--- src/rtl/mem_stage.sv ---
// RISC-V memory stage: E->M register, data-memory handshake with store lane steering,
// load extraction/extension, M->W register. Optional macro: MEM_MISALIGN_CHECK_EN.
module mem_stage #(
  parameter int unsigned TIMEOUT = 16
) (
  input  logic        clk,
  input  logic        rst_n,
  input  logic        RegWriteE,
  input  logic        MemWriteE,
  input  logic [2:0]  ResultSrcE,
  input  logic [2:0]  StoreSrcE,
  input  logic [2:0]  LoadSrcE,
  input  logic [4:0]  RdE,
  input  logic [31:0] ALUResultE,
  input  logic [31:0] WriteDataE,
  input  logic [31:0] PCPlus4E,
  output logic        MemReq,
  output logic        MemWe,
  output logic [31:0] MemAddr,
  output logic [31:0] MemWData,
  output logic [3:0]  MemBe,
  input  logic        MemReady,
  input  logic [31:0] MemRData,
  output logic        StallM,
  output logic        MemErrM,
  output logic        RegWriteM,
  output logic [4:0]  RdM,
  output logic [31:0] ALUResultM,
  output logic        RegWriteW,
  output logic [2:0]  ResultSrcW,
  output logic [4:0]  RdW,
  output logic [31:0] ALUResultW,
  output logic [31:0] ReadDataW,
  output logic [31:0] PCPlus4W,
  output logic        fsm_state
);

  localparam logic [7:0] TO_CNT   = 8'(TIMEOUT);
  localparam logic [2:0] RES_LOAD = 3'b001;

  localparam logic [2:0] ST_SW = 3'b000;
  localparam logic [2:0] ST_SH = 3'b001;
  localparam logic [2:0] ST_SB = 3'b010;

  localparam logic [2:0] LD_LW  = 3'b000;
  localparam logic [2:0] LD_LH  = 3'b001;
  localparam logic [2:0] LD_LHU = 3'b010;
  localparam logic [2:0] LD_LB  = 3'b011;
  localparam logic [2:0] LD_LBU = 3'b100;

  typedef enum logic {
    S_IDLE = 1'b0,
    S_WAIT = 1'b1
  } state_t;

  state_t      state;
  state_t      state_next;
  logic [7:0]  cnt;
  logic [7:0]  cnt_next;

  logic        mem_write_m;
  logic [2:0]  result_src_m;
  logic [2:0]  store_src_m;
  logic [2:0]  load_src_m;
  logic [31:0] write_data_m;
  logic [31:0] pc_plus4_m;

  logic        is_load_m;
  logic        access_m;
  logic        misalign_m;
  logic        complete;
  logic        abort;
  logic [1:0]  off;
  logic [7:0]  rbyte;
  logic [15:0] rhalf;
  logic [31:0] load_data;

  // Handshake: MemReq is held until a cycle with MemReady=1 (access done that
  // cycle) or until the wait counter hits TIMEOUT (access abandoned).
  // MemReady is only meaningful while MemReq=1.

  // E->M pipeline register
  always_ff @(posedge clk or negedge rst_n) begin
    if (!rst_n) begin
      RegWriteM    <= 1'b0;
      mem_write_m  <= 1'b0;
      result_src_m <= 3'b000;
      store_src_m  <= 3'b000;
      load_src_m   <= 3'b000;
      RdM          <= 5'd0;
      ALUResultM   <= 32'd0;
      write_data_m <= 32'd0;
      pc_plus4_m   <= 32'd0;
    end else if (!StallM) begin
      RegWriteM    <= RegWriteE;
      mem_write_m  <= MemWriteE;
      result_src_m <= ResultSrcE;
      store_src_m  <= StoreSrcE;
      load_src_m   <= LoadSrcE;
      RdM          <= RdE;
      ALUResultM   <= ALUResultE;
      write_data_m <= WriteDataE;
      pc_plus4_m   <= PCPlus4E;
    end
  end

  assign is_load_m = (result_src_m == RES_LOAD);
  assign access_m  = mem_write_m | is_load_m;
  assign off       = ALUResultM[1:0];

`ifdef MEM_MISALIGN_CHECK_EN
  always_comb begin
    misalign_m = 1'b0;
    if (mem_write_m) begin
      case (store_src_m)
        ST_SH:   misalign_m = ALUResultM[0];
        ST_SW:   misalign_m = |ALUResultM[1:0];
        default: misalign_m = 1'b0;
      endcase
    end else if (is_load_m) begin
      case (load_src_m)
        LD_LH, LD_LHU: misalign_m = ALUResultM[0];
        LD_LW:         misalign_m = |ALUResultM[1:0];
        default:       misalign_m = 1'b0;
      endcase
    end
  end
`else
  assign misalign_m = 1'b0;
`endif

  // Access FSM state register
  always_ff @(posedge clk or negedge rst_n) begin
    if (!rst_n) begin
      state <= S_IDLE;
      cnt   <= 8'd0;
    end else begin
      state <= state_next;
      cnt   <= cnt_next;
    end
  end

  always_comb begin
    state_next = state;
    cnt_next   = cnt;
    MemReq     = 1'b0;
    StallM     = 1'b0;
    MemErrM    = 1'b0;
    complete   = 1'b0;
    abort      = 1'b0;
    case (state)
      S_IDLE: begin
        if (access_m) begin
          if (misalign_m) begin
            MemErrM = 1'b1;
            abort   = 1'b1;
          end else begin
            MemReq = 1'b1;
            if (MemReady) begin
              complete = 1'b1;
            end else begin
              StallM     = 1'b1;
              cnt_next   = 8'd1;
              state_next = S_WAIT;
            end
          end
        end
      end
      S_WAIT: begin
        MemReq = 1'b1;
        if (MemReady) begin
          complete   = 1'b1;
          cnt_next   = 8'd0;
          state_next = S_IDLE;
        end else if (cnt == TO_CNT) begin
          MemErrM    = 1'b1;
          abort      = 1'b1;
          cnt_next   = 8'd0;
          state_next = S_IDLE;
        end else begin
          StallM   = 1'b1;
          cnt_next = cnt + 8'd1;
        end
      end
      default: begin
        state_next = S_IDLE;
        cnt_next   = 8'd0;
      end
    endcase
  end

  assign fsm_state = state;
  assign MemWe     = mem_write_m & MemReq;
  assign MemAddr   = {ALUResultM[31:2], 2'b00};

  // Store lane steering: data is replicated so the enabled lanes always carry it
  always_comb begin
    MemWData = write_data_m;
    MemBe    = 4'b1111;
    if (mem_write_m) begin
      case (store_src_m)
        ST_SB: begin
          MemWData = {4{write_data_m[7:0]}};
          MemBe    = 4'b0001 << off;
        end
        ST_SH: begin
          MemWData = {2{write_data_m[15:0]}};
          MemBe    = 4'b0011 << {off[1], 1'b0};
        end
        ST_SW: begin
          MemWData = write_data_m;
          MemBe    = 4'b1111;
        end
        default: begin
          MemWData = write_data_m;
          MemBe    = 4'b1111;
        end
      endcase
    end
  end

  // Load extraction and extension
  always_comb begin
    rbyte     = MemRData[{off, 3'b000} +: 8];
    rhalf     = off[1] ? MemRData[31:16] : MemRData[15:0];
    load_data = MemRData;
    case (load_src_m)
      LD_LB:   load_data = {{24{rbyte[7]}}, rbyte};
      LD_LBU:  load_data = {24'd0, rbyte};
      LD_LH:   load_data = {{16{rhalf[15]}}, rhalf};
      LD_LHU:  load_data = {16'd0, rhalf};
      LD_LW:   load_data = MemRData;
      default: load_data = MemRData;
    endcase
  end

  // M->W pipeline register; stalled or aborted cycles push a bubble
  always_ff @(posedge clk or negedge rst_n) begin
    if (!rst_n) begin
      RegWriteW  <= 1'b0;
      ResultSrcW <= 3'b000;
      RdW        <= 5'd0;
      ALUResultW <= 32'd0;
      ReadDataW  <= 32'd0;
      PCPlus4W   <= 32'd0;
    end else if (StallM || abort) begin
      RegWriteW  <= 1'b0;
      ResultSrcW <= 3'b000;
      RdW        <= 5'd0;
      ALUResultW <= 32'd0;
      ReadDataW  <= 32'd0;
      PCPlus4W   <= 32'd0;
    end else begin
      RegWriteW  <= RegWriteM;
      ResultSrcW <= result_src_m;
      RdW        <= RdM;
      ALUResultW <= ALUResultM;
      ReadDataW  <= (is_load_m && complete) ? load_data : 32'd0;
      PCPlus4W   <= pc_plus4_m;
    end
  end

`ifndef SYNTHESIS
  a_we_needs_req: assert property (@(posedge clk) disable iff (!rst_n) MemWe |-> MemReq);
  a_err_no_stall: assert property (@(posedge clk) disable iff (!rst_n) MemErrM |-> !StallM);
  a_wait_req:     assert property (@(posedge clk) disable iff (!rst_n) (state == S_WAIT) |-> MemReq);
`endif

endmodule

--- config.mk ---
export PLATFORM = sky130hd
export DESIGN_NAME = mem_stage
export DESIGN_NICKNAME = d
export VERILOG_FILES = /design/src/rtl/mem_stage.sv
export SDC_FILE = /design/constraint.sdc
export NUM_CORES = 1
export LEC_CHECK = 0
export ABC_AREA = 1
export CAP_MARGIN = 0
export CORE_AREA = 2 2 139 141
export CTS_BUF_LIST = sky130_fd_sc_hd__clkbuf_8
export CTS_CLUSTER_SIZE = 20
export DETAILED_ROUTE_END_ITERATION = 8
export DIE_AREA = 0 0 141 143
export DONT_BUFFER_PORTS = 1
export GPL_TIMING_DRIVEN = 0
export PLACE_DENSITY = 0.72
export RECOVER_POWER = 50
export SETUP_SLACK_MARGIN = 0.2
export SYNTH_ARGS = -nofsm -noshare
export SYNTH_HDL_FRONTEND = slang
export SYNTH_SLANG_ARGS = --single-unit
--- constraint.sdc ---
create_clock -name clk -period 2.05 [get_ports clk]
set_input_delay 0.205 -clock clk [delete_from_list [all_inputs] [get_ports clk]]
set_output_delay 0.205 -clock clk [all_outputs]
set_load 0.1 [all_outputs]
==> reports/results.ini, run 1 <==
[drt]
detail_route.wirelength_um = 42400
post_drt_wl_per_cell_um = 25.1
ant_nets = 0
first_pass_iters = 7
drc = 0
vias_per_cell = 5.88
drtIter0Drc = 1069
vias = 9926

[cells_and_area]
layout_commonest_cell = dfrtp_1
drive_gt1_share_pct = 35.0
stdcell_area_sq_um = 15500
n_antenna_cell = 0
mostFrequentLayoutCells = dfrtp_1 (217), inv_1 (169), nand2_1 (153), dlygate4sd3_1 (145), nor2_1 (115)
fin_util_pct = 83.6
syn2layout_area_growth_pct = 57.5
layout.nets = 1578

[worst_setup_path]
startpoint_type = flip-flop
rrSetupSlack_ns = -0.45
end_kind = output port
cp_data_arrival_time_ns = 2.48
r2r_cells = 15
worstSetupPathType = reg -> out
crit_end = MemBe[0]
crit_path_start = ALUResultM[1]
regToRegStartpoint = fsm_state
cp.required_ns = 1.85
reg2reg_to = pc_plus4_m[5]
critPathMaxFanout = 5

[timing]
fin_hold_ws_ns = -0.657
hold_violations = 226
setup_slack_ns = -0.633
tightest_slew_ns = 1.08
rsz0062_at_grt = yes
slew_headroom_pct = 27.7
drv_slew = 0
finClkSkew_ns = 0.0288
fin_crit_sh_pct = 131
fmax_mhz = 373
post-route-min-period_ns = 2.68
setup_viol = 147

[cts]
clock_sinks = 226
cts_tree = built
clk_pin_slew_worst_paths_ns = 0.07
clockBufferDepth = 3
insertion_delay_ns = 0.56
htreeDepth = 2
root_buffer = clkbuf_8
cts_buffers = 37
cts-hold-fix-buffers = 145

[run_status]
violations = negative hold slack, negative setup slack
status = finished, violations left

[synth]
synth_cell_type_count = 28
syn_avg_cell_area_sq_um = 8.52
synth_area_sq_um = 9860
ys_seq_elements = 226
ys_warn_count = 0
synth_cells = 1158
yosysSeqAreaShare_pct = 57.3

[die]
ios = 363
start_util_pct = 53.1
die_h_um = 143
core_sq_um = 18600
num_rows = 50
dieArea_sq_um = 20200
dieWidth_um = 141

[pwr]
cellPowerDensity_nw_per_um2 = 1270
total_power_mw = 19.7
ir_worst_vdd_v = 0.000976
p_leak_nw = 7.91

[placement]
post-dp-hpwl_um = 20100
pre_cts_ws_ns = -0.493
postPlaceCellArea_sq_um = 10500
gp_congestion = 0.943
portBuffers = 0

[grt]
grt_usage_pct = 36.0
grt_pass1_wl_um = 55200
antenna_found_initial = 0
grt_pass1_vias = 9689
grt_max_degree = 227
grt_overflow = 0

[min_path]
holdCritPathClass = in -> async

[run]
drv_cap = 0

==> flip-flops by register name (all words and copies together), names as in the netlist <==
signal        cells
write_data_m     32
ALUResultW       32
RdW               5
RegWriteM         1
store_src_m       3
RegWriteW         1
fsm_state         1
RdM               5
load_src_m        3
cnt               8
mem_write_m       1
ALUResultM       32
result_src_m      3
pc_plus4_m       32
ReadDataW        32
PCPlus4W         32
ResultSrcW        3
==> per-stage QoR <==
step,hold slack (ns),TNS [ns],cells
after floorplan,-0.0906,-1.40,1159
after global placement,-0.0849,-3.20,1393
after detailed placement,-0.0858,-2.01,1394
after CTS,-0.669,-34.37,1671
after global routing,-0.674,-54.54,1687
final,-0.657,-47.10,1687
==> worst max-delay path, stage by stage (launching register included) <==
cell and delay, ns:
dfrtp_4 0.63, buf_6 0.19, buf_8 0.12, or2_4 0.24, nand3b_1 0.76
==> synthesized netlist by cell type, drive strengths merged <==
library cell | instances | area, sq um
inv | 167 | 627
buf | 81 | 592
or2 | 3 | 18.8
o21ai | 131 | 656
nor2 | 124 | 485
dfrtp | 226 | 5660
conb | 1 | 3.75
nand3 | 63 | 325
a21oi | 34 | 174
nor3 | 1 | 5.00
nand4 | 8 | 50.1
nand3b | 2 | 18.8
clkbuf | 17 | 63.8
nand2 | 289 | 1100
ha | 2 | 25.0
o22ai | 8 | 50.1
o211ai | 1 | 7.51
==> cells by family (layout without fill, tap and decap cells) <==
family                     after synthesis  count (layout)  synth area share [%]
DFF                                    226             226                  57.3
AOI/OAI and AO/OA                      174             174                  9.00
other                                    1               2                0.0380
buffers and inverters                  265             559                  13.0
and+or+nand+nor                        490             490                  20.4
adders and majority gates                2               2                 0.254
==> cell type report <==
type	instances	area, sq um
multi-input cells	668	4470
inverters	167	639
flip-flops and latches	226	5680
plain buffers	98	1020
clock buffers	42	578
well taps	234	293
repair buffers	231	2740
clock inverters	21	109
fillers	907	3050
==> worst min path at each step <==
stage	endpoint	slack, ns
after floorplan	ALUResultM[10]	-0.09
after global placement	ReadDataW[17]	-0.08
after detailed placement	ReadDataW[17]	-0.09
after CTS	ReadDataW[11]	-0.67
after global routing	ReadDataW[30]	-0.67
final	ReadDataW[20]	-0.66
==> metal layers <==
layer | vias to the layer above | global-route usage (%) | routed length, um
met1 | 4765 | 42.7 | 14300
met4 | 0 | 17.1 | 3000
met5 | - | 0 | 0
li1 | 4085 | - | -
met3 | 252 | 9.29 | 4600
met2 | 824 | 61.5 | 20500
==> what timing repair did <==
item / 4_1_cts / 5_1_grt
pin swaps: 31 / 34
resized for setup: 369 / 230
setup endpoints to repair: 251 / 188
buffers inserted: 53 / 16
gates cloned: 16 / 0
hold endpoints to repair: 375 / 226
==> power by group <==
part	leakage, nW	internal [mW]	switching, mW
Sequential	2.83	5.07	3.65
Clock	0.385	1.89	2.03
Combinational	4.70	2.26	4.82
Total	7.91	9.23	10.5
Note: power is estimated with default switching activity, not from simulation.
==> inputs of run 2 (changes only) <==
- clock period: 2.05 -> 2.75 ns (I/O delays scaled with it)
==> run 2 against run 1 <==
The run ends with negative hold slack left. Critical path type unchanged. Power fell by 32%. Sequential share of layout area is 7.1 points higher. Via count shrank 11%. Utilization fell by 14 points. Setup slack improved by 0.65 ns. Combinational power is 46% lower. Largest cell class unchanged. Die area is the same. Global-route usage is 5.1 points lower. Routed wire length down 25%. Count of clock-buffer cells in the layout grew 2. Clock skew shrank 0.0097 ns.
==> reports/results.ini, run 2 (synthesized netlist as in run 1, its figures left out) <==
[die]
start_util_pct = 53.1  ; unchanged
die_h_um = 143  ; unchanged
dieArea_sq_um = 20200  ; unchanged
dieWidth_um = 141  ; unchanged
num_rows = 50  ; unchanged
core_sq_um = 18600  ; unchanged
ios = 363  ; unchanged

[drt]
detail_route.wirelength_um = 31900  ; was 42400 um
ant_nets = 0  ; unchanged
vias = 8849  ; was 9926
first_pass_iters = 5  ; was 7
drc = 0  ; unchanged
vias_per_cell = 5.44  ; was 5.88
post_drt_wl_per_cell_um = 19.6  ; was 25.1 um
drtIter0Drc = 716  ; was 1069

[cts]
htreeDepth = 2  ; unchanged
cts_tree = built  ; unchanged
clockBufferDepth = 3  ; unchanged
cts-hold-fix-buffers = 144  ; was 145
clock_sinks = 226  ; unchanged
clk_pin_slew_worst_paths_ns = 0.06  ; was 0.07 ns
cts_buffers = 38  ; was 37
root_buffer = clkbuf_8  ; unchanged
insertion_delay_ns = 0.54  ; was 0.56 ns

[timing]
slew_headroom_pct = 22.0  ; was 27.7%
drv_slew = 0  ; unchanged
fin_crit_sh_pct = 99.4
rsz0062_at_grt = yes  ; unchanged
setup_slack_ns = 0.0176  ; was -0.633 ns
fin_hold_ws_ns = -0.573  ; was -0.657 ns
fmax_mhz = 366
tightest_slew_ns = 1.17  ; was 1.08 ns
post-route-min-period_ns = 2.73
setup_viol = 0  ; was 147
finClkSkew_ns = 0.0191  ; was 0.0288 ns
hold_violations = 226  ; unchanged

[placement]
portBuffers = 0  ; unchanged
post-dp-hpwl_um = 19600  ; was 20100 um
placed_cells = 1394  ; unchanged
gp_congestion = 0.949  ; was 0.943
pre_cts_ws_ns = -0.0968  ; was -0.493 ns

[cells_and_area]
mostFrequentLayoutCells = nand2_1 (277), dfrtp_1 (222), inv_1 (173), dlygate4sd3_1 (144), nor2_1 (116)  ; was dfrtp_1 (217), inv_1 (169), nand2_1 (153), dlygate4sd3_1 (145), nor2_1 (115)
n_antenna_cell = 0  ; unchanged
layout.nets = 1516  ; was 1578
drive_gt1_share_pct = 16.0  ; was 35.0%
multi_input_area_sq_um = 3250  ; was 4470 sq um
register_area_sq_um = 5670  ; was 5680 sq um
layout_commonest_cell = nand2_1  ; was dfrtp_1
syn2layout_area_growth_pct = 31.6  ; was 57.5%
nFillCells = 1375  ; was 907
final_cells = 1628  ; was 1687

[run_status]
status = finished, violations left  ; unchanged
violations = negative hold slack  ; was negative hold slack, negative setup slack

[worst_setup_path]
startpoint_type = flip-flop  ; unchanged
critPathMaxFanout = 7  ; was 5
end_kind = output port  ; unchanged
cp_data_arrival_time_ns = 2.46  ; was 2.48 ns
worstSetupPathType = reg -> out  ; unchanged
cp.required_ns = 2.48  ; was 1.85 ns

[min_path]
holdCritPathClass = in -> async  ; unchanged

[grt]
grt_overflow = 0  ; unchanged
grt_max_degree = 227  ; unchanged
grt_usage_pct = 30.8  ; was 36.0%
grt_pass1_vias = 8848  ; was 9689
grt_pass1_wl_um = 48200  ; was 55200 um
antenna_found_initial = 0  ; unchanged

[pwr]
cellPowerDensity_nw_per_um2 = 1030  ; was 1270 nW/um^2
ir_worst_vdd_v = 0.000757  ; was 0.000976 V
p_leak_nw = 6.84  ; was 7.91 nW

[run]
drv_cap = 0  ; unchanged

-- run 2: power by group --
part | leakage, nW | switching (mW) | internal (mW)
logic | 3.57 | 2.90 | 0.959
clock network | 0.432 | 1.39 | 1.66
registers | 2.84 | 2.65 | 3.78
total | 6.84 | 6.94 | 6.39
-- run 2: path summary, 6_finish.rpt --
| path | startpoint | endpoint | cells past startpoint | slack, ns |
|---|---|---|---|---|
| min in group clk | MemRData[26] | ReadDataW[26] | 4 | 0.05 |
| min | rst_n | PCPlus4W[8] | 0 | -0.57 |
| max | ALUResultM[1] | MemBe[0] | 4 | 0.02 |
| min reg2reg | pc_plus4_m[14] | PCPlus4W[14] | 2 | 0.49 |
| max in group asynchronous | rst_n | ALUResultM[1] | 0 | 3.00 |
| max reg2reg | fsm_state | cnt[2] | 6 | 0.48 |
-- run 2: routing by layer --
layer / global-route usage, % / share of wire [%] / vias to the layer above
met5: 0 / 0 / -
met4: 17.2 / 6.0 / 0
met3: 9.49 / 11 / 157
met2: 50.1 / 47 / 624
met1: 36.9 / 36 / 4127
li1: - / - / 3941
-- run 2: area by class of cell --
cell class                 instances  share of cell area, %
sequential                       226                   43.7
timing repair buffer             168                   12.6
inverter                         167                   4.89
buffer                            98                   5.60
multi-input combinational        668                   25.0
tap                              234                   2.26
clock inverter                    23                   1.24
clock buffer                      44                   4.67
-- run 2: metrics by stage --
stage               total power, mW  instance area, sq um  util (%)  TNS, ns
floorplan                      9.23                  9940         -    -3.76
global placement               9.72                 10200      55.1    -6.95
detailed placement             9.79                 10300      55.3  -0.0968
CTS                            13.2                 12800      69.1  -0.0426
global route                   13.8                 13000      69.9  -0.0290
finish                         13.3                 13000      69.9        0
-- run 2: timing repair --
action                                  4_1_cts  5_1_grt
endpoints found under the setup margin       39       23
pin swaps                                    10        8
endpoints found under the hold margin       370      226
gates resized for setup                      52       18
buffers inserted                             15        8
-- run 2: worst max-delay path: stages (launching register included) --
cell and delay, ns:
dfrtp_4 0.62, buf_6 0.19, buf_12 0.12, nor2_4 0.18
nand3b_1 0.80
